===== config.mk =====
export PLATFORM = sky130hd
export DESIGN_NAME = spi_slave
export DESIGN_NICKNAME = d
export VERILOG_FILES = /design/src/rtl/spi_pkg.sv /design/src/rtl/spi_pin_sync.sv /design/src/rtl/spi_slave.sv
export SDC_FILE = /design/constraint.sdc
export NUM_CORES = 1
export LEC_CHECK = 0
export CAP_MARGIN = 15
export CORE_MARGIN = 4
export CORE_UTILIZATION = 50
export CTS_CLUSTER_DIAMETER = 40
export DETAILED_ROUTE_END_ITERATION = 10
export DONT_BUFFER_PORTS = 1
export GPL_TIMING_DRIVEN = 0
export PLACE_DENSITY = 0.68
export SYNTH_ARGS = -nofsm -noshare
export SYNTH_HDL_FRONTEND = slang
export SYNTH_SLANG_ARGS = --single-unit

===== constraint.sdc =====
create_clock -name clk -period 1.8 [get_ports clk]
set_clock_uncertainty 0.05 [all_clocks]
set_input_delay 0.27 -clock clk [delete_from_list [all_inputs] [get_ports clk]]
set_output_delay 0.27 -clock clk [all_outputs]
set_load 0.005 [all_outputs]

===== src/rtl/spi_pkg.sv =====
// Shared SPI definitions: mode bit positions, the four mode encodings and
// the slave FSM state type. Also used by spi_master.
package spi_pkg;

  localparam int CPOL_BIT = 1;
  localparam int CPHA_BIT = 0;

  localparam logic [1:0] SPI_MODE0 = 2'b00;
  localparam logic [1:0] SPI_MODE1 = 2'b01;
  localparam logic [1:0] SPI_MODE2 = 2'b10;
  localparam logic [1:0] SPI_MODE3 = 2'b11;

  typedef enum logic [1:0] {
    ST_IDLE      = 2'd0,
    ST_ACTIVE    = 2'd1,
    ST_BYTE_DONE = 2'd2
  } slave_state_t;

endpackage


===== src/rtl/spi_pin_sync.sv =====
// Synchronizer chain for an asynchronous pin, followed by rise/fall detection
// on the synchronized level. RESET_VAL is the pin's idle level, so that
// reset does not produce a spurious edge.
module spi_pin_sync #(
  parameter int   STAGES    = 2,
  parameter logic RESET_VAL = 1'b0
) (
  input  logic clk,
  input  logic rst,
  input  logic pin,
  output logic level,
  output logic rise,
  output logic fall
);

  logic [STAGES-1:0] chain;
  logic              prev;

  // Shift the pin through the chain and keep one extra delayed copy for edge detection
  always_ff @(posedge clk or negedge rst) begin
    if (!rst) begin
      chain <= {STAGES{RESET_VAL}};
      prev  <= RESET_VAL;
    end else begin
      chain <= {chain[STAGES-2:0], pin};
      prev  <= chain[STAGES-1];
    end
  end

  assign level = chain[STAGES-1];
  assign rise  = level & ~prev;
  assign fall  = ~level & prev;

endmodule


===== src/rtl/spi_slave.sv =====
// Byte-oriented SPI slave, all four modes, MSB first, oversampled pins.
// Optional feature: define SPI_SLAVE_OVERRUN_EN to add the sticky rx_overrun
// flag, set when a byte completes before the previous one was acknowledged.
module spi_slave
  import spi_pkg::*;
#(
  parameter int         SYNC_STAGES = 2,
  parameter logic [7:0] IDLE_BYTE   = 8'hFF
) (
  input  logic       clk,
  input  logic       rst,
  input  logic [1:0] mode,
  input  logic [7:0] tx_data,
  input  logic       tx_valid,
  output logic       tx_ready,
  output logic [7:0] rx_data,
  output logic       rx_valid,
  input  logic       sclk,
  input  logic       mosi,
  input  logic       ss,
  output logic       miso,
  output logic       miso_oe
`ifdef SPI_SLAVE_OVERRUN_EN
  ,
  output logic       rx_overrun
`endif
);

  slave_state_t state, next_state;

  logic       sclk_level, sclk_rise, sclk_fall;
  logic       ss_level, ss_rise, ss_fall;
  logic [SYNC_STAGES-1:0] mosi_chain;
  logic       mosi_s;

  logic [1:0] mode_q;
  logic [2:0] bit_cnt;
  logic [7:0] rx_shift;
  logic [7:0] tx_shift;
  logic [7:0] hold;
  logic       hold_full;

  logic       transfer;
  logic [7:0] reload_byte;
  logic       sclk_edge, lead_edge, trail_edge, sample_edge, shift_edge;

  spi_pin_sync #(.STAGES(SYNC_STAGES), .RESET_VAL(1'b0)) u_sclk_sync (
    .clk(clk), .rst(rst), .pin(sclk),
    .level(sclk_level), .rise(sclk_rise), .fall(sclk_fall)
  );

  spi_pin_sync #(.STAGES(SYNC_STAGES), .RESET_VAL(1'b1)) u_ss_sync (
    .clk(clk), .rst(rst), .pin(ss),
    .level(ss_level), .rise(ss_rise), .fall(ss_fall)
  );

  // mosi only needs to be stable when an sclk edge is seen, so no edge detect
  always_ff @(posedge clk or negedge rst) begin
    if (!rst) mosi_chain <= '0;
    else      mosi_chain <= {mosi_chain[SYNC_STAGES-2:0], mosi};
  end
  assign mosi_s = mosi_chain[SYNC_STAGES-1];

  // An edge moving sclk away from its idle level (CPOL) is the leading edge
  assign sclk_edge   = sclk_rise | sclk_fall;
  assign lead_edge   = sclk_edge & (sclk_level != mode_q[CPOL_BIT]);
  assign trail_edge  = sclk_edge & (sclk_level == mode_q[CPOL_BIT]);
  assign sample_edge = mode_q[CPHA_BIT] ? trail_edge : lead_edge;
  assign shift_edge  = mode_q[CPHA_BIT] ? lead_edge : trail_edge;

  assign transfer    = tx_valid & ~hold_full;
  assign tx_ready    = ~hold_full;
  assign reload_byte = hold_full ? hold : IDLE_BYTE;
  assign miso_oe     = ~ss_level;

  // State register
  always_ff @(posedge clk or negedge rst) begin
    if (!rst) state <= ST_IDLE;
    else      state <= next_state;
  end

  // Next-state decode and the receive strobe
  always_comb begin
    next_state = state;
    rx_valid   = 1'b0;
    unique case (state)
      ST_IDLE: begin
        if (ss_fall) next_state = ST_ACTIVE;
      end
      ST_ACTIVE: begin
        if (ss_rise) next_state = ST_IDLE;
        else if (sample_edge && bit_cnt == 3'd7) next_state = ST_BYTE_DONE;
      end
      ST_BYTE_DONE: begin
        rx_valid   = 1'b1;
        next_state = ss_level ? ST_IDLE : ST_ACTIVE;
      end
      default: next_state = ST_IDLE;
    endcase
  end

  // Shifters, bit counter, holding register and miso
  always_ff @(posedge clk or negedge rst) begin
    if (!rst) begin
      mode_q    <= 2'b00;
      bit_cnt   <= 3'd0;
      rx_shift  <= 8'h00;
      tx_shift  <= 8'h00;
      rx_data   <= 8'h00;
      hold      <= 8'h00;
      hold_full <= 1'b0;
      miso      <= 1'b0;
    end else begin
      if (transfer) begin
        hold      <= tx_data;
        hold_full <= 1'b1;
      end
      case (state)
        ST_IDLE: begin
          if (ss_fall) begin
            mode_q  <= mode;
            bit_cnt <= 3'd0;
            miso    <= reload_byte[7];
            // CPHA=0 has bit 7 already on miso, so the shifter starts at bit 6
            tx_shift <= mode[CPHA_BIT] ? reload_byte : {reload_byte[6:0], 1'b0};
            if (hold_full) hold_full <= 1'b0;
          end
        end
        ST_ACTIVE: begin
          if (ss_rise) begin
            bit_cnt <= 3'd0;
          end else begin
            if (sample_edge) begin
              rx_shift <= {rx_shift[6:0], mosi_s};
              bit_cnt  <= bit_cnt + 3'd1;
              if (bit_cnt == 3'd7) rx_data <= {rx_shift[6:0], mosi_s};
            end
            if (shift_edge) begin
              miso     <= tx_shift[7];
              tx_shift <= {tx_shift[6:0], 1'b0};
            end
          end
        end
        ST_BYTE_DONE: begin
          // Next shift edge presents bit 7 in both phases, so load unshifted
          tx_shift <= reload_byte;
          if (hold_full) hold_full <= 1'b0;
        end
        default: ;
      endcase
    end
  end

`ifdef SPI_SLAVE_OVERRUN_EN
  logic rx_pending;

  // Track unacknowledged bytes; a second completion while pending is sticky overrun
  always_ff @(posedge clk or negedge rst) begin
    if (!rst) begin
      rx_pending <= 1'b0;
      rx_overrun <= 1'b0;
    end else if (state == ST_BYTE_DONE) begin
      if (rx_pending) rx_overrun <= 1'b1;
      rx_pending <= 1'b1;
    end else if (transfer || ss_level) begin
      rx_pending <= 1'b0;
    end
  end
`endif

endmodule


Yosys cells after proc, flatten, opt, wreduce, memory -nomap -nowiden
Index checks and enable logic that the tools add are counted.
{"block": "word_totals", "mem_count": 0, "out_inout_bits": 12, "mem_bits_ro": 0, "register_bits": 48, "latchBits": 0, "wordCells": 76, "mem_bits_rw": 0}
{"block": "op_classes", "div": 0, "magnitude_cmp": 0, "mux": 26, "n_mul": 0, "reduce_logical": 11, "n_eq_ne": 10, "n_shift": 0, "bitwise": 14, "n_addsub": 1}
{"cell": "8-bit 2-to-1 mux", "n": 5}
{"cell": "8-bit one-hot mux with 3 select lines", "n": 1}
{"cell": "4-bit AND reduction", "n": 3}
{"cell": "1-bit 2-to-1 mux", "n": 10}
{"cell": "3-bit 2-to-1 mux", "n": 3}
{"cell": "1-bit AND", "n": 7}
{"cell": "2-bit 2-to-1 mux", "n": 3}
{"cell": "2-bit inequality test (second input constant)", "n": 3}
{"cell": "3-bit inequality test (second input constant)", "n": 2}
{"cell": "1-bit inverter", "n": 6}
{"cell": "2-bit one-hot mux with 3 select lines", "n": 1}
{"cell": "3-bit one-hot mux with 2 select lines", "n": 1}
{"cell": "3-bit AND reduction", "n": 2}
{"cell": "1-bit one-hot mux with 2 select lines", "n": 2}
{"cell": "2-bit AND reduction", "n": 2}
{"cell": "3-bit by 1-bit adder with 3-bit output (second input constant)", "n": 1}
{"cell": "3-bit == test (second input constant)", "n": 1}
{"cell": "3-bit nonzero test", "n": 1}
{"cell": "2-bit by 1-bit == test with 1-bit output (second input constant)", "n": 1}
{"cell": "2-bit == test (second input constant)", "n": 1}
{"cell": "2-bit logical NOT", "n": 1}
{"cell": "2-bit nonzero test", "n": 1}
{"cell": "1-bit == test", "n": 1}
{"cell": "1-bit logical AND", "n": 1}
{"cell": "other kinds (2)", "n": 2}

Longest topological paths before layout
Gate-level depths: netlist of the first run.
{"block": "logic_depth", "depth_word": 9, "ltp_mapped": 8, "depth_no_buf": 6}

Modules after synthesis
A second synthesis of the first run with hierarchy kept.
{"block": "unflattened", "cells_unflattened": 161, "area_unflattened_um2": 2129.5}
{"mod": "spi_slave", "area_per_inst_um2": 1945.6, "instances": 1, "cells_each": 151, "seq_area_each_um2": 1051.0}
{"mod": "spi_pin_sync at u_ss_sync", "area_per_inst_um2": 93.8, "instances": 1, "cells_each": 5, "seq_area_each_um2": 78.8}
{"mod": "spi_pin_sync at u_sclk_sync", "area_per_inst_um2": 90.1, "instances": 1, "cells_each": 5, "seq_area_each_um2": 75.1}

Worst setup path after synthesis of the first run
Ideal clock, no wire load.
{"block": "synth_timing", "path_kind": "register to register", "from": "register state[1]", "to": "register rx_data[0]", "path_stages_with_launch": 7, "synth_period_minus_slack_ns": 1.932, "path_slack_ns": -0.132, "arrival_time_ns": 1.757, "required_time_ns": 1.625, "cell_sequence": "dfrtp_1 inv_1 ha_1 clkbuf_1 nand2_1 nor3b_4 mux2_2"}
{"block": "synth_between", "elab_chain_len": 2}
{"element": "start: declaration", "line": "spi_slave.sv:29", "source": "slave_state_t state, next_state;"}
{"element": "start signal: assignment", "line": "spi_slave.sv:79", "source": "else state <= next_state;"}
{"element": "2-bit by 1-bit == test with 1-bit output", "line": "spi_slave.sv:118", "source": "case (state)"}
{"element": "4-bit AND reduction (no line)"}
{"element": "end signal: assignment", "line": "spi_slave.sv:136", "source": "if (bit_cnt == 3'd7) rx_data <= {rx_shift[6:0], mosi_s};"}
{"element": "end: declaration", "line": "spi_slave.sv:16", "source": "output logic [7:0] rx_data,"}
No other way between the ends.
A chain may end at the register's enable or synchronous reset.

Worst setup path in the final report of the first run
{"block": "layout_timing", "from": "register state[0]", "to": "register tx_shift[4]"}
{"block": "layout_between", "elab_chain_len": 3, "word_cells_on_any_way": 9}
{"element": "2-bit by 1-bit == test with 1-bit output (tied with other cells)", "line": "spi_slave.sv:118"}
{"element": "2-bit inequality test (no line) or 3-bit nonzero test (tied branches)"}
{"element": "4-bit AND reduction (no line)"}
{"element": "end signal: assignment", "line": "spi_slave.sv:125", "source": "tx_shift <= mode[CPHA_BIT] ? reload_byte : {reload_byte[6:0], 1'b0};"}
{"element": "end signal: assignment", "line": "spi_slave.sv:140", "source": "tx_shift <= {tx_shift[6:0], 1'b0};"}
{"element": "end signal: assignment", "line": "spi_slave.sv:146", "source": "tx_shift <= reload_byte;"}
{"element": "end: declaration", "line": "spi_slave.sv:39", "source": "logic [7:0] tx_shift;"}
Parallel ways exist; a longest one is shown, timed or not.

==> results of run 1 <==
-- flip-flops by register name, summed over array words and instances (netlist names), 3 cells and up --
register	flops
bit_cnt	3
rx_data	8
rx_shift	7
tx_shift	8
hold	8
-- placed cells by master (no fill, tap or decap), types with 2 or more instances in the layout --
cell and instances:
inv_2 4, a22o_1 3, mux2_4 8, nand2b_1 2, buf_8 2, ha_1 4, nor2b_1 3, o21ai_0 3
o221ai_2 3, a21oi_1 4, dfrtp_1 45, mux2_2 28, nand2_1 10, nand3_1 2, nor2_1 9, dfstp_2 3
buf_6 2, o221ai_1 4, buf_4 4, dlygate4sd3_1 4, or2_2 2, clkbuf_8 5, inv_1 3
-- report_power, final --
part	leakage (nW)	switching (mW)	total, mW	internal, mW
logic	0.521	0.712	1.60	0.886
registers	0.597	0.220	1.64	1.42
clock network	0.0548	0.372	0.790	0.418
-- cell type report --
| type | instances | area, µm² | area share, % |
|---|---|---|---|
| clock inverters | 3 | 46.3 | 1.82 |
| repair buffers | 11 | 120 | 4.72 |
| flip-flops and latches | 48 | 1200 | 47.4 |
| inverters | 7 | 26.3 | 1.03 |
| clock buffers | 5 | 68.8 | 2.71 |
| multi-input cells | 105 | 981 | 38.6 |
| well taps | 50 | 62.6 | 2.46 |
| plain buffers | 3 | 33.8 | 1.33 |
-- repair_timing --
action	in CTS	in global routing
setup buffers	4	2
endpoints found under the hold margin	51	0
pin swaps	4	2
resized for setup	21	7
hold buffers	5	0
endpoints found under the setup margin	24	19
-- worst min path at each step --
stage / startpoint / to / slack (ns)
after detailed placement: rst / state[0]$_DFFE_PN0P_ / -0.07
final: tx_data[0] / hold[0]$_DFFE_PN0P_ / 0.06
after global routing: tx_data[0] / hold[0]$_DFFE_PN0P_ / 0.05
after floorplan: rst / bit_cnt[0]$_DFFE_PN0P_ / -0.08
after global placement: rst / state[0]$_DFFE_PN0P_ / -0.07
after CTS: tx_data[0] / hold[0]$_DFFE_PN0P_ / 0.06
-- critical path, stage by stage (launching register included) --
cell and delay, ns:
dfrtp_1 0.44, inv_2 0.08, ha_4 0.30, mux2i_4 0.36, o221ai_1 0.20, mux2_4 0.29
-- layer usage --
layer | wire length (µm) | part of all wire, % | up-vias | global-route usage, %
met5 | 0 | 0 | - | 0
met3 | 218 | 5.7 | 4 | 5.88
li1 | - | - | 616 | -
met2 | 1920 | 50 | 25 | 25.4
met4 | 37 | 0.97 | 0 | 4.83
met1 | 1640 | 43 | 665 | 20.5
-- cells by family after synthesis --
group | count (synthesis)
AOI/OAI and AO/OA | 24
xor gates and xnor gates | 1
adders and majority gates | 6
buffers and inverters | 12
DFF | 48
muxes | 39
and+or+nand+nor | 35
-- stage by stage --
stage / setup TNS [ns] / hold slack, ns / util, %
after floorplan: 0 / -0.0756 / -
after global placement: -2.39 / -0.0743 / 54.2
after detailed placement: -2.89 / -0.0742 / 54.2
after CTS: -0.0130 / 0.0586 / 61.3
after global routing: -0.935 / 0.0498 / 62.2
final: -0.0222 / 0.0632 / 62.2
==> impl_metrics.toml, run 1 <==
[route]
avgRoutedWirePerCell_um = 16.4
vias_per_cell = 5.65
num_vias = 1310
drtIter0Drc = 79
drc = 0
ant_nets = 0
routed_wirelength_um = 3810
drt_first_pass_iters = 4

[critical_path]
critical_path_class = "reg2reg"
cp.arrival_ns = 1.96
cp.required_ns = 1.94
crit_end = "tx_shift[4]$_DFFE_PN0P_"
critical_path.startpoint = "state[0]$_DFFE_PN0P_"
end_kind = "flip-flop"
r2r_end = "tx_shift[4]$_DFFE_PN0P_"
r2r_setup_slack_ns = -0.02
r2r-start = "state[0]$_DFFE_PN0P_"
startpoint_type = "flip-flop"
cp_max_fo = 8
reg2regPathDepth = 5

[sta]
timing.final.ws_setup_ns = -0.0174
hold_viol = 0
rsz0062_at_grt = "yes"
max_freq_mhz = 550
setup_violations = 2
period_share_pct = 101
slew_headroom_pct = 67.6
slew_viol_final = 0
fin_crit_ns = 1.82
tightest_slew_ns = 0.485

[logic_synthesis]
synth_edf_count = 0
syn_inst = 165
async_flop_share_pct = 100
synth_top_area_cell = "dfrtp_1"
syn-num-nets = 187
synth_compound_area_share_pct = 8.35
yosys.area_share.simple_pct = 8.41
synth_fa_ha_area_share_pct = 3.50
netlist_area_um2 = 2140
yosysMostFrequentCell = "dfrtp_1"
synth_top_flop_cell = "dfrtp_1"
synth_seq_area_share_pct = 56.2
ys_top_cells_by_area = "dfrtp_1 53%, mux2_2 19%, dfstp_2 3.7%, ha_1 3.5%, o221ai_1 2.9%"
synth_top_family_by_area = "multiplexers"
synth_mux_area_share_pct = 20.3
synth_seq_cells = 48
synth_xor_area_share_pct = 0.759
synth.avg_cell_area_um2 = 13.0
yosys_warnings = 0
synth_common_cells = "45 x dfrtp_1, 36 x mux2_2, 11 x nand2_1"
post-synth-top-area-fraction_pct = 52.5
synth.distinct_cells = 32

[die]
dieArea_um2 = 5400
ios = 28
die_y_um = 73.5
fp.coreArea_um2 = 4090
start_util_pct = 52.4
die_x_um = 73.5
num_rows = 23

[pwr]
power.total_mw = 4.03
irDropWorstVdd_v = 0.000879
leakage_nw = 1.17
power_density_nw_per_um2 = 1580

[job]
maxCapViolCount = 0

[final_layout]
drive_above_1_share_pct = 41.2
layout.cells.non_filler = 232
area_growth_pct = 18.7
antenna_cells = 0
fillerInstances = 330
final_cell_area_um2 = 2540
fin_nets = 203

[clock_tree]
clk_pin_slew_ns = 0.09
htree_levels = 2
root_buffer = "clkbuf_8"
cts.sinks = 48
cts_buffer_depth = 2
cts_buffers = 5
insertion_delay_ns = 0.30
tritoncts = "done"

[grt]
grt_pass1_wl_um = 6640
antenna_found_initial = 0
track_usage_pct = 16.0
grt_pass1_vias = 1417
grt_max_degree = 49
overflow = 0

[min_path]
whs_path_depth = 1
hp-class = "in2reg"

[placed_design]
dp_hpwl_um = 2630
place_area_um2 = 2210
gp_congestion = 0.759
io_buffers = 0
place_ws_ns = -0.207
place_inst = 215

[outcome]
status = "finished with violations"
violations = "negative setup slack"
Power figures use the tool's default switching activity.
==> inputs of run 2 (changes only) <==
ABC_AREA = 0   (was default)
SKIP_LAST_GASP = 1   (was default)
==> run 2 against run 1 <==
Compared with the run above:
- the flow still finishes with violations (negative setup slack)
- register-to-register slack barely moved
- combinational power barely moved
- cell area about the same
- first-iteration DRC count is 14% lower
- final cell count did not move
- via count about the same
- highest routed layer unchanged
==> impl_metrics.toml, run 2 (synthesis results as in run 1) <==
[pwr]
power_density_nw_per_um2 = 1580
pwr-share-seq_pct = 40.8
irDropWorstVdd_v = 0.000875
pwr-share-clk_pct = 19.6
leakage_nw = 1.17
pwr-share-comb_pct = 39.6
sw_frac_of_total_pct = 32.4
p_sw_mw = 1.30
intPower_mw = 2.71

[route]
drc = 0
vias_per_cell = 5.64
drt_first_pass_iters = 4
drtIter0Drc = 68
avgRoutedWirePerCell_um = 16.3
routed_wirelength_um = 3790
ant_nets = 0
num_vias = 1309

[sta]
fin_hold_ws_ns = 0.0654
tightest_slew_ns = 0.475
rsz0062_at_grt = "yes"
slew_headroom_pct = 68.3
hold_viol = 0
slew_viol_final = 0
setup_violations = 1
max_freq_mhz = 551
timing.final.ws_setup_ns = -0.0136
fin_crit_ns = 1.81
period_share_pct = 101

[outcome]
violations = "negative setup slack"
status = "finished with violations"

[die]
dieArea_um2 = 5400
die_y_um = 73.5
fp.coreArea_um2 = 4090
num_rows = 23
ios = 28
start_util_pct = 52.4
die_x_um = 73.5

[critical_path]
reg2regPathDepth = 5
slowest_delay_ns = 0.44
cp_max_fo = 8
startpoint_type = "flip-flop"
end_kind = "flip-flop"
critPathSlowestCell = "dfrtp_1"
critical_path_class = "reg2reg"
cp.arrival_ns = 1.96
cp_cell_sequence = "inv_2 -> ha_4 -> mux2i_4 -> o221ai_1 -> mux2_2"
cp.required_ns = 1.94

[clock_tree]
insertion_delay_ns = 0.30
cts_buffer_depth = 2
clk_pin_slew_ns = 0.09
cts_buffers = 5
root_buffer = "clkbuf_8"
cts.sinks = 48
htree_levels = 2
tritoncts = "done"

[final_layout]
final_common_cell = "dfrtp_1"
final_cell_area_um2 = 2540
layout.cells.non_filler = 232
top_regs = "hold x8, rx_data x8, tx_shift x8"
area_growth_pct = 18.6
fin_nets = 203
fillerInstances = 333
drive_above_1_share_pct = 41.2
antenna_cells = 0
mostFrequentLayoutCells = "45 x dfrtp_1, 29 x mux2_2, 10 x nand2_1"

[grt]
grt_pass1_wl_um = 6640
grt_max_degree = 49
overflow = 0
antenna_found_initial = 0
grt_pass1_vias = 1417
track_usage_pct = 16.0

[placed_design]
place_inst = 215
gp_congestion = 0.759
io_buffers = 0
dp_hpwl_um = 2630
place_area_um2 = 2210

[job]
maxCapViolCount = 0

[min_path]
hp-class = "in2reg"
whs_path_depth = 1
run 2: path summary, 6_finish.rpt:
check	startpoint	endpoint	slack, ns
max in group asynchronous	rst	u_ss_sync.chain[0]$_DFF_PN1_	1.02
min in group asynchronous	rst	state[1]$_DFFE_PN0P_	0.41
setup reg to reg	state[0]$_DFFE_PN0P_	tx_shift[4]$_DFFE_PN0P_	-0.01
setup / recovery	state[0]$_DFFE_PN0P_	tx_shift[4]$_DFFE_PN0P_	-0.01
hold / removal	tx_data[0]	hold[0]$_DFFE_PN0P_	0.07
hold reg to reg	mosi_chain[0]$_DFF_PN0_	mosi_chain[1]$_DFF_PN0_	0.31
run 2: timing repair:
| item | CTS | global route |
|---|---|---|
| hold buffers | 5 | 0 |
| gates resized for setup | 17 | 11 |
| buffers inserted | 4 | 1 |
| pin swaps | 4 | 3 |
| endpoints found under the hold margin | 51 | 0 |
| endpoints found under the setup margin | 24 | 27 |
run 2: stage by stage:
stage	total power [mW]	util (%)	setup WS (ns)	setup TNS, ns
3_3_place_gp	2.83	54.2	-0.196	-2.39
5_1_grt	4.26	62.2	-0.0675	-0.883
6_report	4.02	62.2	-0.0136	-0.0136
2_1_floorplan	2.65	-	0.0121	0
4_1_cts	3.96	61.1	-0.0255	-0.151
3_5_place_dp	2.91	54.2	-0.207	-2.89
run 2: metal layers:
metal  GRT usage [%]  share of wire (%)  up-vias
li1                -                  -      615
met1            20.5                 43      665
met2            25.4                 51       25
met3            5.88                5.8        4
met4            4.83               0.82        0
met5               0                  0        -
run 2: power groups by stage:
stage          logic (mW)  registers, mW  clock network, mW
2_1_floorplan        1.07           1.58                  0
3_3_place_gp         1.20           1.62                  0
3_5_place_dp         1.26           1.65                  0
4_1_cts              1.52           1.64              0.803
5_1_grt              1.73           1.68              0.851
6_report             1.59           1.64              0.789
run 2: worst max-delay path, delay by kind of cell (launching register included):
kind	cells	cell delay, ns
AOI/OAI and AO/OA	1	0.19
muxes	2	0.65
DFF	1	0.44
buffers and inverters	1	0.08
adders and majority gates	1	0.30
run 2: area by class of cell:
type                       count  area (µm²)  share of cell area (%)
sequential                    48        1200                    47.4
multi-input combinational    105         983                    38.7
timing repair buffer          10         113                    4.43
clock buffer                   5        68.8                    2.71
tap                           50        62.6                    2.46
clock inverter                 3        46.3                    1.82
buffer                         4        37.5                    1.48
inverter                       7        26.3                    1.03
==> inputs of run 3 (changes only) <==
SLEW_MARGIN = 20   (was default)
==> results of run 3 <==
The final DEF is identical to that of run 2; final timing and power are the same.
